### config.mk
export PLATFORM = sky130hd
export DESIGN_NAME = fsm_example_driver
export DESIGN_NICKNAME = d
export VERILOG_FILES = /design/src/rtl/fsm_example_pkg.sv /design/src/rtl/fsm_example_driver.sv
export SDC_FILE = /design/constraint.sdc
export NUM_CORES = 1
export LEC_CHECK = 0
export BUFFER_PORTS_ARGS = -buffer_cell sky130_fd_sc_hd__buf_2
export CAP_MARGIN = 20
export CELL_PAD_IN_SITES_DETAIL_PLACEMENT = 0
export CELL_PAD_IN_SITES_GLOBAL_PLACEMENT = 1
export CORE_UTILIZATION = 40
export DETAILED_ROUTE_END_ITERATION = 6
export GPL_ROUTABILITY_DRIVEN = 0
export PLACE_DENSITY = 0.77
export REMOVE_ABC_BUFFERS = 1
export SYNTH_ARGS = -nofsm -noshare
export SYNTH_HDL_FRONTEND = slang
export SYNTH_SLANG_ARGS = --single-unit
### constraint.sdc
create_clock -name clk -period 1.7 [get_ports clk]
set_input_delay 0.17 -clock clk [delete_from_list [all_inputs] [get_ports clk]]
set_output_delay 0.17 -clock clk [all_outputs]
set_load 0.1 [all_outputs]
### src/rtl/fsm_example_pkg.sv
// -----------------------------------------------------------------------------
// fsm_example_pkg
//   Shared definitions for the 3-state example FSM and its stimulus/monitor
//   blocks.
//   - state codes presented on the FSM's dout pins
//   - response error codes
//   - driver FSM states
//   - dout decode function
//   - target -> (a, b) drive pattern function
// -----------------------------------------------------------------------------
package fsm_example_pkg;

  // 3-bit codes the example FSM presents on dout for its three states.
  localparam logic [2:0] CODE_S0 = 3'b001;
  localparam logic [2:0] CODE_S1 = 3'b010;
  localparam logic [2:0] CODE_S2 = 3'b011;

  // Target value that names no state; a request for it is rejected up front.
  localparam logic [1:0] TGT_BAD = 2'd3;

  typedef enum logic [1:0] {
    ERR_OK         = 2'b00,
    ERR_TIMEOUT    = 2'b01,
    ERR_ILLEGAL    = 2'b10,
    ERR_BAD_TARGET = 2'b11
  } rsp_err_e;

  typedef enum logic [1:0] {
    ST_IDLE  = 2'd0,
    ST_CHECK = 2'd1,
    ST_DRIVE = 2'd2,
    ST_RESP  = 2'd3
  } drv_state_e;

  // Result of decoding dout. st is meaningful only when legal is set.
  typedef struct packed {
    logic       legal;
    logic [1:0] st;
  } decode_t;

  // Levels to hold on the FSM's a/b inputs.
  typedef struct packed {
    logic a;
    logic b;
  } drive_t;

  function automatic decode_t decode_dout(input logic [2:0] code);
    decode_t d;
    d = '{legal: 1'b1, st: 2'd0};
    case (code)
      CODE_S0: d.st = 2'd0;
      CODE_S1: d.st = 2'd1;
      CODE_S2: d.st = 2'd2;
      default: d = '{legal: 1'b0, st: 2'd0};
    endcase
    return d;
  endfunction

  // The pattern steers the FSM to the target from any source state and
  // keeps it there once it has arrived.
  function automatic drive_t drive_pattern(input logic [1:0] tgt);
    drive_t p;
    case (tgt)
      2'd0:    p = '{a: 1'b1, b: 1'b0};
      2'd1:    p = '{a: 1'b0, b: 1'b1};
      2'd2:    p = '{a: 1'b1, b: 1'b1};
      default: p = '{a: 1'b0, b: 1'b0};
    endcase
    return p;
  endfunction

endpackage

### src/rtl/fsm_example_driver.sv
// -----------------------------------------------------------------------------
// fsm_example_driver
//   Accepts a "go to state" request, drives the example FSM's a/b inputs and
//   watches its dout code until the target state is reached, an illegal code
//   appears, or TIMEOUT drive cycles have elapsed. Every request gets exactly
//   one response carrying a status, the decoded state and the cycles spent.
//
//   Parameters
//     TIMEOUT    max DRIVE cycles before giving up (must be >= 2)
//     CNT_W      width of the cycle counter and rsp_cycles
//
//   Ports
//     clk, rst_n       clock, synchronous active-low reset
//     req_vld/req_rdy  request handshake, req_st = target state (3 illegal)
//     rsp_vld/rsp_rdy  response handshake
//     rsp_err          00 OK, 01 TIMEOUT, 10 ILLEGAL_CODE, 11 BAD_TARGET
//     rsp_st           decoded state at completion (0 on illegal/bad target)
//     rsp_cycles       DRIVE cycles spent
//     fsm_a, fsm_b     drive the FSM's a/b inputs
//     fsm_dout         FSM state code
//
//   Every output comes straight from a flop; the output process computes the
//   next value of each output from the next state, so no input reaches an
//   output combinationally.
// -----------------------------------------------------------------------------
module fsm_example_driver
  import fsm_example_pkg::*;
#(
  parameter int TIMEOUT = 8,
  parameter int CNT_W   = $clog2(TIMEOUT + 1)
) (
  input  logic             clk,
  input  logic             rst_n,
  input  logic             req_vld,
  output logic             req_rdy,
  input  logic [1:0]       req_st,
  output logic             rsp_vld,
  input  logic             rsp_rdy,
  output logic [1:0]       rsp_err,
  output logic [1:0]       rsp_st,
  output logic [CNT_W-1:0] rsp_cycles,
  output logic             fsm_a,
  output logic             fsm_b,
  input  logic [2:0]       fsm_dout
);

  // Counter value of the last permitted DRIVE cycle (counter+1 == TIMEOUT).
  localparam logic [CNT_W-1:0] CNT_LAST = CNT_W'(TIMEOUT - 1);

  drv_state_e       state_q, state_d;
  logic [1:0]       tgt_q, tgt_d;
  logic [CNT_W-1:0] cnt_q, cnt_d;
  logic [CNT_W-1:0] cnt_inc;

  logic             req_rdy_q, req_rdy_d;
  logic             rsp_vld_q, rsp_vld_d;
  rsp_err_e         rsp_err_q, rsp_err_d;
  logic [1:0]       rsp_st_q, rsp_st_d;
  logic [CNT_W-1:0] rsp_cyc_q, rsp_cyc_d;
  drive_t           drv_q, drv_d;

  decode_t          dec;
  logic             accept;
  logic             match;
  logic             last_cyc;

  assign dec      = decode_dout(fsm_dout);
  // req_rdy is registered, so during the first cycle after reset release the
  // state is already IDLE while req_rdy is still 0; the handshake must use
  // the visible ready, not the state.
  assign accept   = (state_q == ST_IDLE) && req_rdy_q && req_vld;
  assign match    = dec.legal && (dec.st == tgt_q);
  assign last_cyc = (cnt_q == CNT_LAST);
  assign cnt_inc  = cnt_q + CNT_W'(1);

  // ---------------------------------------------------------------------------
  // State and output registers
  // ---------------------------------------------------------------------------
  // NOTE: sequential state uses non-blocking assignments so every flop
  // samples pre-edge values regardless of statement order.
  always_ff @(posedge clk) begin
    if (!rst_n) begin
      state_q   <= ST_IDLE;
      tgt_q     <= 2'd0;
      cnt_q     <= '0;
      req_rdy_q <= 1'b0;
      rsp_vld_q <= 1'b0;
      rsp_err_q <= ERR_OK;
      rsp_st_q  <= 2'd0;
      rsp_cyc_q <= '0;
      drv_q     <= '{a: 1'b0, b: 1'b0};
    end else begin
      state_q   <= state_d;
      tgt_q     <= tgt_d;
      cnt_q     <= cnt_d;
      req_rdy_q <= req_rdy_d;
      rsp_vld_q <= rsp_vld_d;
      rsp_err_q <= rsp_err_d;
      rsp_st_q  <= rsp_st_d;
      rsp_cyc_q <= rsp_cyc_d;
      drv_q     <= drv_d;
    end
  end

  // ---------------------------------------------------------------------------
  // Next-state logic
  // ---------------------------------------------------------------------------
  // NOTE: every combinational output gets a default before the case so no
  // path leaves it unassigned, which would otherwise infer a latch.
  always_comb begin
    state_d = state_q;
    case (state_q)
      ST_IDLE: begin
        if (accept) state_d = (req_st == TGT_BAD) ? ST_RESP : ST_CHECK;
      end
      ST_CHECK: begin
        state_d = (!dec.legal || match) ? ST_RESP : ST_DRIVE;
      end
      ST_DRIVE: begin
        if (match || !dec.legal || last_cyc) state_d = ST_RESP;
      end
      ST_RESP: begin
        if (rsp_rdy) state_d = ST_IDLE;
      end
      default: state_d = ST_IDLE;
    endcase
  end

  // ---------------------------------------------------------------------------
  // Output / datapath next values
  // ---------------------------------------------------------------------------
  always_comb begin
    tgt_d     = tgt_q;
    cnt_d     = cnt_q;
    rsp_err_d = rsp_err_q;
    rsp_st_d  = rsp_st_q;
    rsp_cyc_d = rsp_cyc_q;

    case (state_q)
      ST_IDLE: begin
        if (accept) begin
          tgt_d = req_st;
          if (req_st == TGT_BAD) begin
            rsp_err_d = ERR_BAD_TARGET;
            rsp_st_d  = 2'd0;
            rsp_cyc_d = '0;
          end
        end
      end
      ST_CHECK: begin
        cnt_d = '0;
        if (!dec.legal) begin
          rsp_err_d = ERR_ILLEGAL;
          rsp_st_d  = 2'd0;
          rsp_cyc_d = '0;
        end else if (match) begin
          rsp_err_d = ERR_OK;
          rsp_st_d  = dec.st;
          rsp_cyc_d = '0;
        end
      end
      ST_DRIVE: begin
        cnt_d = cnt_inc;
        // A legal match ends the drive first; an illegal code beats timeout.
        if (match) begin
          rsp_err_d = ERR_OK;
          rsp_st_d  = dec.st;
          rsp_cyc_d = cnt_inc;
        end else if (!dec.legal) begin
          rsp_err_d = ERR_ILLEGAL;
          rsp_st_d  = 2'd0;
          rsp_cyc_d = cnt_inc;
        end else if (last_cyc) begin
          rsp_err_d = ERR_TIMEOUT;
          rsp_st_d  = dec.st;
          rsp_cyc_d = cnt_inc;
        end
      end
      default: ;  // RESP holds every response field
    endcase

    // Handshake flags and drive levels follow the state being entered, so
    // ready and valid are mutually exclusive by construction.
    req_rdy_d = (state_d == ST_IDLE);
    rsp_vld_d = (state_d == ST_RESP);
    drv_d     = (state_d == ST_DRIVE) ? drive_pattern(tgt_q)
                                      : '{a: 1'b0, b: 1'b0};
  end

  assign req_rdy    = req_rdy_q;
  assign rsp_vld    = rsp_vld_q;
  assign rsp_err    = rsp_err_q;
  assign rsp_st     = rsp_st_q;
  assign rsp_cycles = rsp_cyc_q;
  assign fsm_a      = drv_q.a;
  assign fsm_b      = drv_q.b;

endmodule

Word-level counts from Yosys, hierarchy flattened
Index checks and enable logic that the tools add are counted.
{"block": "classes", "n_addsub": 1, "eq_ne": 17, "muxes": 34, "reduce_logical": 15}
{"op": "2-bit 2-to-1 mux", "n": 18}
{"op": "4-bit 2-to-1 mux", "n": 7}
{"op": "2-bit case mux with 3 select lines", "n": 3}
{"op": "2-bit equality test (second input constant)", "n": 6}
{"op": "4-bit case mux with 3 select lines", "n": 1}
{"op": "2-bit case mux with 4 select lines", "n": 1}
{"op": "4-bit case mux with 2 select lines", "n": 1}
{"op": "3-bit by 2-bit equality test with 1-bit output (second input constant)", "n": 2}
{"op": "2-bit logical NOT", "n": 3}
{"op": "5-bit AND reduction", "n": 1}
{"op": "4-bit by 1-bit adder with 4-bit output (second input constant)", "n": 1}
{"op": "2-bit by 1-bit equality test with 1-bit output (second input constant)", "n": 2}
{"op": "4-bit by 3-bit equality test with 1-bit output (second input constant)", "n": 1}
{"op": "4-bit inequality test (second input constant)", "n": 1}
{"op": "2-bit case mux with 2 select lines", "n": 1}
{"op": "2-bit AND reduction", "n": 2}
{"op": "3-bit by 1-bit equality test with 1-bit output (second input constant)", "n": 1}
{"op": "1-bit logical AND", "n": 3}
{"op": "3-bit inequality test (second input constant)", "n": 1}
{"op": "3-bit nonzero test", "n": 1}
{"op": "3-bit OR reduction", "n": 1}
{"op": "2-bit equality test", "n": 1}
{"op": "1-bit logical OR", "n": 2}
{"op": "1-bit 2-to-1 mux", "n": 2}
{"op": "other kinds (4)", "n": 4}
{"block": "word_totals", "ff_bits": 20, "input_bits": 9, "out_inout_bits": 12, "wordCells": 77}

Logic depth before layout (Yosys ltp)
Gate-level depths: netlist (run 1).
{"block": "logic_depth", "ltp_word": 10, "depth_mapped": 8, "depth_no_buf": 7}

Worst setup path before layout (run 1)
Ideal clock, no wire load.
{"block": "synth_path", "path_kind": "register to register", "startpoint": "register req_rdy_q, in the netlist req_rdy", "endpoint": "register rsp_st_q[0], in the netlist rsp_st[0]", "arrival_time_ns": 2.017, "slack_ns": -0.413, "path_stages_with_launch": 6, "path_buffers": 1, "synth_period_minus_slack_ns": 2.113, "cell_sequence": "dfxtp_1 -> nand4_1 -> a21oi_1 -> o31ai_4 -> buf_6 -> o41ai_2"}
{"block": "synth_between", "elab_chain_cells": 4}
{"item": "from (decl)", "line_no": "fsm_example_driver.sv:55", "text": "logic req_rdy_q, req_rdy_d;"}
{"item": "from (signal assigned)", "line_no": "fsm_example_driver.sv:96", "text": "req_rdy_q <= req_rdy_d;"}
{"item": "1-bit logical AND (2 in a row)", "line_no": "fsm_example_driver.sv:71", "text": "assign accept = (state_q == ST_IDLE) && req_rdy_q && req_vld;"}
{"item": "2-bit inequality test (no source line)"}
{"item": "5-bit AND reduction (no source line)"}
{"item": "to (signal assigned)", "line_no": "fsm_example_driver.sv:99", "text": "rsp_st_q <= rsp_st_d;"}
{"item": "to (decl)", "line_no": "fsm_example_driver.sv:58", "text": "logic [1:0] rsp_st_q, rsp_st_d;"}
Every way passes these cells.
A chain may end at the register's enable or synchronous reset.

Worst setup path after layout (run 1)
{"block": "layout_path", "startpoint": "register tgt_q[0]", "endpoint": "register state_q[0]"}
{"block": "layout_between", "elab_chain_cells": 6}
{"item": "from (decl)", "line_no": "fsm_example_driver.sv:51", "text": "logic [1:0] tgt_q, tgt_d;"}
{"item": "from (signal assigned)", "line_no": "fsm_example_driver.sv:94", "text": "tgt_q <= tgt_d;"}
{"item": "2-bit equality test (*)", "line_no": "fsm_example_driver.sv:72", "text": "assign match = dec.legal && (dec.st == tgt_q);"}
{"item": "1-bit logical AND (*)", "line_no": "fsm_example_driver.sv:72"}
{"item": "1-bit logical OR (*)", "line_no": "fsm_example_driver.sv:117, fsm_example_driver.sv:120"}
{"item": "1-bit logical OR", "line_no": "fsm_example_driver.sv:120", "text": "if (match || !dec.legal || last_cyc) state_d = ST_RESP;"}
{"item": "2-bit 2-to-1 mux", "line_no": "fsm_example_driver.sv:120"}
{"item": "2-bit case mux with 4 select lines (*)", "line_no": "fsm_example_driver.sv:112", "text": "case (state_q)"}
{"item": "to (signal assigned)", "line_no": "fsm_example_driver.sv:93", "text": "state_q <= state_d;"}
{"item": "to (decl)", "line_no": "fsm_example_driver.sv:50", "text": "drv_state_e state_q, state_d;"}
Mark *: on every way between the ends. The rest lies on a longest branch, timed or not.

==> results.cfg, run 1 <==
[outcome]
status = completed

[synth]
ys_warn_count = 0
async_reset_ff_share_pct = 0
synthCells = 114
synth_largest_area_cell = dfxtp_1
synth_top_area_share_pct = 37.56
synthTopCellsByArea = dfxtp_1, ha_1, mux2i_1
muxShareOfSynthArea_pct = 6.573
synth_top_family_by_area = simple AND/OR/NAND/NOR gates
ys_ff_latch = 20
yosysSeqAreaShare_pct = 37.56
syn-cell-area_um2 = 1066
synth_cell_types = 35
avgSynthCellArea_um2 = 9.351
yosys.area_share.xor_xnor_pct = 1.643
synth_compound_area_share_pct = 17.37
yosys.area_share.adder_pct = 9.390
synth_edf_count = 0
yosys.area_share.simple_pct = 22.07
synth_top_flop_cell = dfxtp_1

[power]
power_leakage_nw = 0.5541
p_int_w = 0.001040
power_density_nw_per_um2 = 1666
pwr-share-seq_pct = 29.2
vdd_drop_max_mv = 1.170
swShare_pct = 51.49
pwr-share-comb_pct = 60.2
switching_power_w = 0.001104
pwr-share-clk_pct = 10.6

[cts]
hold_buffers = 0
cts_tree = yes
clk_transition_reported_paths_ns = 0.11
cts_root_buf = clkbuf_4
clock-sinks = 20
cts.path.max_buffers = 2
cts_buffers = 3
worstSkewPairLatency_ns = 0.30
htreeDepth = 1

[setup_path]
worst_setup_path_end_kind = flop
required_ns = 1.95
cp_slowest_cell = dfxtp_1
crit_type = flop to flop
cp.arrival_ns = 1.84
r2r_setup_slack_ns = 0.10
start_kind = flop
critPathMaxStageDelay_ns = 0.47
crit_chain = inv_2 -> o31ai_4 -> o22ai_1 -> a41oi_2 -> buf_4 -> and2_1
cp_max_fo = 4

[finish]
area_growth_pct = 20.77
fin_nets = 157
stdcell_count = 168
diodes = 0
drive_above_1_share_pct = 31.16
final_util_pct = 51.50

[placed_design]
dpl.hpwl_um = 1553
dpl.cell_count = 163
port_buffers = 20

[floorplanning]
start_util_pct = 42.64
core_area_um2 = 2500
rows = 18
pin_count = 21
die_x_um = 53.63
fp.dieH_um = 53.63
die_area_um2 = 2876

[flow_run]
maxCapViolCount = 0

[route]
drc = 0
first_pass_iters = 4
vias = 886
wl_um = 2297
first_iter_violations = 7
routedWlPerCell_um = 13.67
ant_nets = 0
drt-vias-per-instance = 5.274

[timing]
worst_pin_slew_ns = 0.4726
final.period_utilization_pct = 94.01
finClkSkew_ns = 0.005376
fmax_mhz = 625.7
period_needed_ns = 1.598
worst_slew_margin_rel_pct = 68.30
hold_viol = 0
finalHoldWorstSlack_ns = 0.1439
drv_slew = 0
fin_tns_setup_ns = 0
setup_viol = 0

[grt]
grt_antenna_before_repair = 0
grt_pass1_vias = 786
grt_pass1_wl_um = 3512
gr-total-overflow = 0
grt_max_degree = 22
grt_util_all_layers_pct = 16.82

[worst_hold_path]
hold_class = input pin to flop
## power groups by stage
stage | combinational, W | sequential [W] | clock [W]
final | 0.00129 | 0.000625 | 0.000227
after global routing | 0.00140 | 0.000639 | 0.000249
after CTS | 0.00122 | 0.000619 | 0.000238
after detailed placement | 0.00116 | 0.000629 | 0
after global placement | 0.00115 | 0.000626 | 0
after floorplan | 0.000546 | 0.00102 | 0
## critical path: cells and delay by family (launching register included)
| kind | cells | cell delay, ns |
|---|---|---|
| compound gates | 3 | 0.69 |
| flops | 1 | 0.47 |
| simple gates | 1 | 0.11 |
| buf+inv | 2 | 0.26 |
## state kept, by name (all words and copies together) (netlist names)
signal,count
rsp_cycles,4
req_rdy,1
tgt_q,2
fsm_b,1
rsp_vld,1
fsm_a,1
cnt_q,4
state_q,2
rsp_err,2
rsp_st,2
## layout by cell type (no fill, tap or decap), types with 2 or more instances in the layout
cell	Yosys	layout
dfxtp_1	20	18
a21oi_4	0	2
mux2i_1	7	7
buf_4	0	5
o21ai_0	6	6
nand3b_1	2	2
nor2b_1	9	9
nand3_1	10	10
nand4b_1	2	2
ha_1	8	6
a21oi_1	4	2
o31ai_4	1	2
xor2_1	2	2
buf_2	1	20
dfxtp_2	0	2
and2_1	4	4
clkbuf_4	0	3
inv_1	7	7
ha_2	0	2
nand2_1	4	4
nor2_1	6	6
## final cells by class
cell class / count / area, um2
fillers: 230 / 1212
repair buffers: 25 / 137.6
multi-input cells: 82 / 656.9
inverters: 8 / 30.03
flip-flops and latches: 20 / 402.9
well taps: 30 / 37.54
clock buffers: 3 / 22.52
## routing by layer
layer / GRT usage (%) / wire length [um]
met1: 23.39 / 1106
met2: 25.83 / 1067
met3: 2.542 / 101
met4: 6.579 / 22
met5: 0 / 0
## final timing paths
| path | start | endpoint | cells past startpoint |
|---|---|---|---|
| worst max-delay path | tgt_q[0] | state_q[0] | 6 |
| worst min-delay path | req_st[0] | tgt_q[0] | 3 |
| worst max register to register | tgt_q[0] | state_q[0] | 6 |
| worst min register to register | rsp_err[0] | rsp_err[0] | 2 |
## Yosys cell counts (2+ instances only)
master,number
a21oi_1,4
and2_1,4
clkbuf_1,3
dfxtp_1,20
ha_1,8
inv_1,7
mux2i_1,7
nand2_1,4
nand3_1,10
nand3b_1,2
nand4b_1,2
nor2_1,6
nor2b_1,9
o21ai_0,6
xor2_1,2
## cells by family (layout without fill, tap and decap cells)
logic type                 after synthesis  after routing
and+or+nand+nor                         42             42
AOI/OAI and AO/OA                       22             23
DFF                                     20             20
buffers and inverters                   13             36
adders and majority gates                8              8
muxes                                    7              7
xor gates and xnor gates                 2              2
## timing repair
action                                  4_1_cts  5_1_grt
gates resized for setup                       2        7
gates cloned                                  0        1
setup buffers                                 1        0
pin swaps                                     1        2
endpoints found under the setup margin        3        9
## through the flow
stage	total power, W	area (um2)	setup slack, ns
final	0.002145	1287	0.1018
after detailed placement	0.001793	1206	0.006183
after global routing	0.002286	1287	-0.00004041
after global placement	0.001775	1206	0.03344
after CTS	0.002075	1242	0.03283
after floorplan	0.001566	1039	-0.3603
(Power assumes the default switching activity.)
==> run 2, diff against run 1 <==
- RECOVER_POWER: unset -> 100
==> run 2 against run 1 <==
Effect of this change: power barely moved; cell count did not move; clock skew is essentially flat; largest cell class unchanged.
==> results.cfg, run 2 (synthesis results as in run 1) <==
[outcome]
status = completed

[cts]
htreeDepth = 1
clock-sinks = 20
cts_tree = yes
cts.path.max_buffers = 2
cts_root_buf = clkbuf_4
worstSkewPairLatency_ns = 0.30
cts_buffers = 3
clk_transition_reported_paths_ns = 0.11
hold_buffers = 0

[floorplanning]
core_area_um2 = 2500
fp.dieH_um = 53.63
die_x_um = 53.63
rows = 18
pin_count = 21
die_area_um2 = 2876
start_util_pct = 42.64

[route]
routedWlPerCell_um = 13.65
first_pass_iters = 4
first_iter_violations = 7
ant_nets = 0
vias = 895
drc = 0
wl_um = 2294
drt-vias-per-instance = 5.327

[setup_path]
r2r_setup_slack_ns = 0.10
r2r_start = tgt_q[0]
crit_type = flop to flop
worst_setup_path_end_kind = flop
worstSetupStartpoint = tgt_q[0]
ff2ff_path_depth = 6
crit_end = state_q[0]
r2r_end = state_q[0]
cp_slowest_cell = dfxtp_1
critPathMaxStageDelay_ns = 0.47
start_kind = flop
cp_max_fo = 4
cp.arrival_ns = 1.84
required_ns = 1.95
crit_chain = inv_2 -> o31ai_4 -> o22ai_1 -> a41oi_2 -> buf_4 -> and2_1

[power]
power_leakage_nw = 0.5445
pwr-share-comb_pct = 60.2
swShare_pct = 51.61
power_density_nw_per_um2 = 1667
pwr-share-clk_pct = 10.6
p_int_w = 0.001039
vdd_drop_max_mv = 1.170
switching_power_w = 0.001108
pwr-share-seq_pct = 29.3

[timing]
period_needed_ns = 1.597
finClkSkew_ns = 0.005173
fin_tns_setup_ns = 0
worst_slew_margin_rel_pct = 63.73
setup_viol = 0
finalHoldWorstSlack_ns = 0.1440
final.period_utilization_pct = 93.97
drv_slew = 0
fmax_mhz = 626.0
hold_viol = 0
worst_pin_slew_ns = 0.5463

[worst_hold_path]
hold_class = input pin to flop

[placed_design]
dpl.hpwl_um = 1553
dpl.cell_count = 163
placed_cell_area_um2 = 1206
port_buffers = 20

[finish]
stdcell_area_um2 = 1287
layout_common_cells = dfxtp_1, clkbuf_2, nand3_1, nor2b_1, buf_2
area_growth_pct = 20.77
drive_above_1_share_pct = 31.16
final_common_cell = dfxtp_1
stdcell_count = 168
diodes = 0
fin_nets = 157

[grt]
gr-total-overflow = 0
grt_pass1_wl_um = 3512
grt_max_degree = 22
grt_antenna_before_repair = 0
grt_util_all_layers_pct = 16.82
grt_pass1_vias = 786

[flow_run]
maxCapViolCount = 0
run 2: through the flow:
stage          worst slack (ns)  total power, W  util, %
2_1_floorplan           -0.3603        0.001566        -
3_3_place_gp            0.03344        0.001775    48.25
3_5_place_dp           0.006183        0.001793    48.25
4_1_cts                 0.03283        0.002075    49.70
5_1_grt             -0.00003975        0.002286    51.50
6_report                 0.1026        0.002146    51.50
run 2: repair_timing:
| item | 4_1_cts | 5_1_grt |
|---|---|---|
| gates cloned | 0 | 1 |
| gates resized for setup | 2 | 7 |
| pin swaps | 1 | 2 |
| setup buffers | 1 | 0 |
| setup endpoints to repair | 3 | 9 |
run 2: final cells by class:
class	instances	area (um2)
Sequential cell	20	402.9
Tap cell	30	37.54
Timing Repair Buffer	25	137.6
Fill cell	230	1212
Clock buffer	3	22.52
Multi-Input combinational cell	82	656.9
Inverter	8	30.03
run 2: how the worst min path moves through the flow:
stage | from | to | slack [ns] | depth (start not counted)
after floorplan | fsm_dout[0] | rsp_st[0] | 0.27 | 1
after global placement | rsp_err[0] | rsp_err[0] | 0.43 | 2
after detailed placement | rsp_err[0] | rsp_err[0] | 0.43 | 2
after CTS | fsm_dout[0] | rsp_st[0] | 0.13 | 2
after global routing | fsm_dout[0] | rsp_st[0] | 0.17 | 2
final | req_st[0] | tgt_q[0] | 0.14 | 3
run 2: critical path, delay by kind of cell (launching register included):
kind	cells	cell delay [ns]
simple gates	1	0.11
buf+inv	2	0.27
compound gates	3	0.69
flops	1	0.47
run 2: layer usage:
layer	part of all wire (%)	global-route usage (%)
met5	0	0
met4	0.96	6.579
met2	47	25.83
met1	48	23.39
met3	4.4	2.542
run 2: power by group through the flow:
stage,Combinational [W],Sequential (W),Clock [W]
6_report,0.00129,0.000628,0.000227
4_1_cts,0.00122,0.000619,0.000238
3_3_place_gp,0.00115,0.000626,0
5_1_grt,0.00140,0.000641,0.000249
3_5_place_dp,0.00116,0.000629,0
2_1_floorplan,0.000546,0.00102,0
